==> src/rtl/datapath_exec.sv <==
// Execute/write-back sequencer behind the 8x16 regfile: read A, read B, ALU, write C, pulse done.
// Optional build macro STATUS_NV_EN adds the N (result msb) and V (signed overflow) status flags.
//
// state | meaning
// IDLE  | waiting for start; op fields latched when start is seen
// RDA   | rf_readnum = rn_a, A captured from rf_data_out
// RDB   | rf_readnum = rn_b, B captured from rf_data_out
// EXEC  | operand select / shift / ALU, C and flags latched
// WB    | rf_writenum = rd, rf_write = 1, regfile captures C
// DONE  | done pulses for one cycle
module datapath_exec #(
  parameter int WIDTH    = 16,
  parameter int REGNUM_W = 3,
  parameter int IMM_W    = 5
) (
  input  logic                clk,
  input  logic                reset_n,
  input  logic                start,
  input  logic [REGNUM_W-1:0] rn_a,
  input  logic [REGNUM_W-1:0] rn_b,
  input  logic [REGNUM_W-1:0] rd,
  input  logic [1:0]          shift,
  input  logic [1:0]          alu_op,
  input  logic                asel,
  input  logic                bsel,
  input  logic [IMM_W-1:0]    imm,
  input  logic [WIDTH-1:0]    rf_data_out,
  output logic [REGNUM_W-1:0] rf_readnum,
  output logic [REGNUM_W-1:0] rf_writenum,
  output logic                rf_write,
  output logic [WIDTH-1:0]    rf_data_in,
  output logic                busy,
  output logic                done,
  output logic                status_z,
  output logic                status_n,
  output logic                status_v
);

  typedef enum logic [2:0] {
    S_IDLE, S_RDA, S_RDB, S_EXEC, S_WB, S_DONE
  } state_t;

  state_t state_q, state_d;

  logic [REGNUM_W-1:0] rn_a_q, rn_a_d, rn_b_q, rn_b_d, rd_q, rd_d;
  logic [1:0]          shift_q, shift_d, alu_op_q, alu_op_d;
  logic                asel_q, asel_d, bsel_q, bsel_d;
  logic [IMM_W-1:0]    imm_q, imm_d;
  logic [WIDTH-1:0]    a_q, a_d, b_q, b_d, c_q, c_d;
  logic                z_q, z_d;
  logic [REGNUM_W-1:0] readnum_q, readnum_d, writenum_q, writenum_d;

  logic [WIDTH-1:0] b_shift, b_op, a_op, alu_res;

  always_comb begin
    case (shift_q)
      2'b01:   b_shift = {b_q[WIDTH-2:0], 1'b0};
      2'b10:   b_shift = {1'b0, b_q[WIDTH-1:1]};
      2'b11:   b_shift = {b_q[WIDTH-1], b_q[WIDTH-1:1]};
      default: b_shift = b_q;
    endcase
    b_op = bsel_q ? {{(WIDTH-IMM_W){1'b0}}, imm_q} : b_shift;
    a_op = asel_q ? '0 : a_q;
    case (alu_op_q)
      2'b00:   alu_res = a_op + b_op;
      2'b01:   alu_res = a_op - b_op;
      2'b10:   alu_res = a_op & b_op;
      default: alu_res = ~b_op;
    endcase
  end

  always_comb begin
    state_d     = state_q;
    rn_a_d      = rn_a_q;
    rn_b_d      = rn_b_q;
    rd_d        = rd_q;
    shift_d     = shift_q;
    alu_op_d    = alu_op_q;
    asel_d      = asel_q;
    bsel_d      = bsel_q;
    imm_d       = imm_q;
    a_d         = a_q;
    b_d         = b_q;
    c_d         = c_q;
    z_d         = z_q;
    rf_readnum  = readnum_q;
    rf_writenum = writenum_q;
    rf_write    = 1'b0;
    done        = 1'b0;
    case (state_q)
      S_IDLE: begin
        if (start) begin
          rn_a_d   = rn_a;
          rn_b_d   = rn_b;
          rd_d     = rd;
          shift_d  = shift;
          alu_op_d = alu_op;
          asel_d   = asel;
          bsel_d   = bsel;
          imm_d    = imm;
          state_d  = S_RDA;
        end
      end
      S_RDA: begin
        rf_readnum = rn_a_q;
        a_d        = rf_data_out;
        state_d    = S_RDB;
      end
      S_RDB: begin
        rf_readnum = rn_b_q;
        b_d        = rf_data_out;
        state_d    = S_EXEC;
      end
      S_EXEC: begin
        c_d     = alu_res;
        z_d     = (alu_res == '0);
        state_d = S_WB;
      end
      S_WB: begin
        rf_writenum = rd_q;
        // a reset landing on the WB edge must not let the regfile capture C
        rf_write    = reset_n;
        state_d     = S_DONE;
      end
      S_DONE: begin
        done    = 1'b1;
        state_d = S_IDLE;
      end
      default: state_d = S_IDLE;
    endcase
    readnum_d  = rf_readnum;
    writenum_d = rf_writenum;
  end

  always_ff @(posedge clk) begin
    if (!reset_n) begin
      state_q    <= S_IDLE;
      rn_a_q     <= '0;
      rn_b_q     <= '0;
      rd_q       <= '0;
      shift_q    <= '0;
      alu_op_q   <= '0;
      asel_q     <= 1'b0;
      bsel_q     <= 1'b0;
      imm_q      <= '0;
      a_q        <= '0;
      b_q        <= '0;
      c_q        <= '0;
      z_q        <= 1'b0;
      readnum_q  <= '0;
      writenum_q <= '0;
    end else begin
      state_q    <= state_d;
      rn_a_q     <= rn_a_d;
      rn_b_q     <= rn_b_d;
      rd_q       <= rd_d;
      shift_q    <= shift_d;
      alu_op_q   <= alu_op_d;
      asel_q     <= asel_d;
      bsel_q     <= bsel_d;
      imm_q      <= imm_d;
      a_q        <= a_d;
      b_q        <= b_d;
      c_q        <= c_d;
      z_q        <= z_d;
      readnum_q  <= readnum_d;
      writenum_q <= writenum_d;
    end
  end

  assign rf_data_in = c_q;
  assign busy       = (state_q != S_IDLE);
  assign status_z   = z_q;

`ifdef STATUS_NV_EN
  logic ovf, v_q, v_d;

  always_comb begin
    ovf = 1'b0;
    if (alu_op_q == 2'b00)
      ovf = (a_op[WIDTH-1] == b_op[WIDTH-1]) && (alu_res[WIDTH-1] != a_op[WIDTH-1]);
    else if (alu_op_q == 2'b01)
      ovf = (a_op[WIDTH-1] != b_op[WIDTH-1]) && (alu_res[WIDTH-1] != a_op[WIDTH-1]);
    v_d = v_q;
    if (state_q == S_EXEC) v_d = ovf;
  end

  always_ff @(posedge clk) begin
    if (!reset_n) v_q <= 1'b0;
    else          v_q <= v_d;
  end

  // C only changes in EXEC, so its msb already behaves as a latched flag
  assign status_n = c_q[WIDTH-1];
  assign status_v = v_q;
`else
  assign status_n = 1'b0;
  assign status_v = 1'b0;
`endif

endmodule

==> config.mk <==
export PLATFORM = sky130hd
export DESIGN_NAME = datapath_exec
export DESIGN_NICKNAME = d
export VERILOG_FILES = /design/src/rtl/datapath_exec.sv
export SDC_FILE = /design/constraint.sdc
export NUM_CORES = 1
export LEC_CHECK = 0
export BUFFER_PORTS_ARGS = -buffer_cell sky130_fd_sc_hd__buf_4
export CORE_ASPECT_RATIO = 1.25
export CORE_UTILIZATION = 55
export CTS_CLUSTER_DIAMETER = 50
export DETAILED_ROUTE_END_ITERATION = 8
export GPL_ROUTABILITY_DRIVEN = 0
export GPL_TIMING_DRIVEN = 0
export PLACE_DENSITY = 0.76
export SYNTH_ARGS = -nofsm -noshare
export SYNTH_HDL_FRONTEND = slang
export SYNTH_SLANG_ARGS = --single-unit
==> constraint.sdc <==
create_clock -name clk -period 5.58 [get_ports clk]
set_clock_uncertainty 0.05 [all_clocks]
set_input_delay 0.558 -clock clk [delete_from_list [all_inputs] [get_ports clk]]
set_output_delay 0.558 -clock clk [all_outputs]
set_load 0.1 [all_outputs]
==> impl_metrics.csv <==
group,metric,value,unit
run_status,outcome,"finished, final reports clean",
timing,maxSlewViolCount,0,
final_layout,antenna_cells,0,
drt,wl_per_cell,15.31,microns
drt,post_drt_via_cell_ratio,5.701,
synth,synthAdderAreaFrac,4.767,%
drt,wirelength,13150,microns
clocking,cts_hold_buf,0,
synth,synthCells,658,
synth,syn_area,4882,sq um
timing,tns,0,ns
synth,synthFlopType,"dfxtp_1",
placement,numPortBuffers,64,
synth,ys_warn_count,0,
drt,drtIter0Drc,286,
global_route,track_usage,29.92,%
clocking,cts_setup_buffers,0,
clocking,cts-root-buf,"clkbuf_8",
floorplanning,die_y,107.3,microns
timing,setup_viol,0,
clocking,cts_buffers,9,
synth,synth-edff-count,0,
timing,relSlewSlack,22.29,%
placement,dp_hpwl,10170,microns
global_route,antenna_found_initial,0,
global_route,grt_pass1_wl,21800,microns
floorplanning,start_util,56.42,%
drt,route.antenna.remaining_nets,0,
global_route,grt_max_degree,15,
drt,num_vias,4897,
timing,clock.fmax,0.1980,GHz
synth,async_flop_share,0,%
clocking,ctsHtreeMaxLevel,3,
critical_path,r2r-start,"shift_q[0]",
critical_path,worstSetupStartpointType,"flip-flop",
synth,synth_area_per_cell,7.420,sq um
placement,dp_cells,843,
synth,synth_top_family_by_area,"simple AND/OR/NAND/NOR gates",
min_path,min_path_type,"in -> reg",
timing,post-route-min-period,5.052,ns
floorplanning,die_x,86.27,microns
run,maxCapViolations,0,
final_layout,num-fill-cells,822,
final_layout,fin_area,5689,sq um
final_layout,most-common-layout-cells,"nand2_1 (135), dfxtp_1 (78), a21oi_1 (77)",
final_layout,stdcell_count,859,
min_path,min_path_cells,3,
global_route,overflow,0,
floorplanning,rows,38,
synth,yosysSeqAreaShare,31.98,%
final_layout,layout_commonest_cell,"nand2_1",
critical_path,worst-r2r-cell-count,19,
floorplanning,fp.dieArea,9260,sq um
timing,tightest_slew,1.163,ns
clocking,clk_pin_slew_worst_paths,0.09,ns
critical_path,crit_fanout,10,
clocking,clockBufferDepth,2,
clocking,clock_latency,0.37,ns
timing,hold_viol,0,
synth,synthDistinctLibCells,60,
pwr,p_leak,2.240,nW
placement,place_area,5517,sq um
clocking,cts_tree,"done",
final_layout,nNetsFinal,791,
synth,ys_seq_elements,78,
critical_path,cp-end-kind,"flip-flop",
final_layout,area_delta_synth_final,16.53,%
critical_path,cp.arrival,5.28,ns
synth,synth-simple-area-share,27.83,%
synth,synth_compound_gate_area_share,20.63,%
critical_path,r2r_setup_slack,0.53,ns
drt,drt_first_pass_iters,7,
final_layout,final_util,65.75,%
final_layout,drive_gt1_share,14.88,%
clocking,ctsResizeCount,0,
synth,synthXorXnorAreaFrac,4.844,%
timing,min_period_over_period,90.53,%
timing,grt_setup_unrepaired,"no",
pwr,power_density,339.9,nW/um^2
global_route,grt_pass1_vias,4801,
clocking,cts_sinks,78,
floorplanning,core_region_area,8653,sq um
synth,muxShareOfSynthArea,4.690,%
critical_path,rr_endpoint,"status_z",
critical_path,required,5.81,ns
pwr,ir_worst_vdd,0.1867,mV
floorplanning,io_pins,67,
min_path,hold_start,"rn_a[1]",
critical_path,worstSetupPathType,"reg -> reg",
drt,route.detailed.drc,0,
min_path,hold_path_end,"rn_a_q[1]",
## area by class of cell
cell class	count	area (sq um)	share of cell area, %
Inverter	13	48.80	0.8577
Buffer	46	203.9	3.585
Tap cell	120	150.1	2.639
Sequential cell	78	1562	27.45
Timing Repair Buffer	64	480.5	8.445
Multi-Input combinational cell	522	3072	53.99
Clock buffer	9	123.9	2.177
Clock inverter	7	48.80	0.8577
## Yosys cell counts (4+ instances only)
cell type | number | area (sq um)
xnor2_1 | 18 | 157.7
dfxtp_1 | 78 | 1562
clkbuf_1 | 37 | 138.9
buf_2 | 4 | 20.02
and2_1 | 11 | 68.82
mux2i_1 | 15 | 150.1
and3_1 | 4 | 25.02
nand2b_1 | 4 | 25.02
a31oi_1 | 7 | 43.79
o211ai_1 | 10 | 75.07
nor3b_1 | 5 | 37.54
nand2_1 | 135 | 506.7
nor4_1 | 4 | 25.02
inv_1 | 13 | 48.80
ha_1 | 17 | 212.7
a21oi_1 | 77 | 385.4
nor2b_1 | 27 | 168.9
mux2_2 | 7 | 78.83
nand3_1 | 20 | 100.1
o21ai_0 | 28 | 140.1
xor2_1 | 9 | 78.83
a211oi_1 | 16 | 120.1
nor2_1 | 45 | 168.9
nor3_1 | 11 | 55.05
## cell families after synthesis
| kind of cell | count (synthesis) |
|---|---|
| compound gates | 166 |
| mux | 22 |
| fa+ha+maj | 18 |
| other cells | 1 |
| xor+xnor | 27 |
| buf+inv | 59 |
| simple gates | 287 |
| flops | 78 |
## layer usage
| layer | vias up | wire length (microns) | global-route usage [%] |
|---|---|---|---|
| li1 | 2440 | - | - |
| met1 | 2233 | 5588 | 35.94 |
| met2 | 185 | 6392 | 52.04 |
| met3 | 39 | 660 | 3.221 |
| met4 | 0 | 507 | 15.83 |
| met5 | - | 0 | 0 |
## state kept, by name (all words and copies together), names as in the netlist
name        flops
a_q            16
shift_q         2
readnum_q       3
alu_op_q        2
writenum_q      3
bsel_q          1
rn_a_q          3
rd_q            3
b_q            16
asel_q          1
state_q         3
status_z        1
rf_data_in     16
imm_q           5
rn_b_q          3
## power by group
group	total (mW)	switching (mW)	leakage (nW)	internal, mW
registers	0.622	0.0274	0.635	0.595
clock network	0.393	0.230	0.0898	0.163
logic	0.919	0.572	1.51	0.347
## how the worst max path moves through the flow
stage / depth (start not counted) / to / startpoint / slack (ns)
6_report: 19 / status_z / shift_q[0] / 0.53
5_1_grt: 19 / status_z / shift_q[0] / 0.21
4_1_cts: 19 / status_z / shift_q[0] / 0.66
3_5_place_dp: 19 / status_z / shift_q[0] / 0.74
3_3_place_gp: 19 / status_z / shift_q[0] / 0.87
2_1_floorplan: 19 / status_z / shift_q[0] / 1.60
## critical path, stage by stage, from the launching register on
cell       delay [ns]
dfxtp_1          0.36
buf_6            0.16
buf_6            0.15
or3b_2           0.45
a21oi_1          0.43
inv_1            0.09
ha_1             0.27
inv_1            0.07
o21ai_0          0.11
xor2_1           0.18
ha_1             0.39
a21o_1           0.24
a31oi_1          0.24
and2_1           0.24
nor2_1           0.06
a2111oi_0        0.36
o31ai_1          0.17
nor4_1           0.45
nand4_1          0.24
o31ai_1          0.25
## metrics by stage
step                      setup slack, ns  hold WS, ns  total power, mW
after floorplan                     1.596       0.3829            1.335
after global placement             0.8713       0.3942            1.507
after detailed placement           0.7382       0.4003            1.526
after CTS                          0.6638       0.3704            1.919
after global routing               0.2123       0.3891            2.053
final                              0.5283       0.3787            1.934
Note: power is estimated with default switching activity, not from simulation.
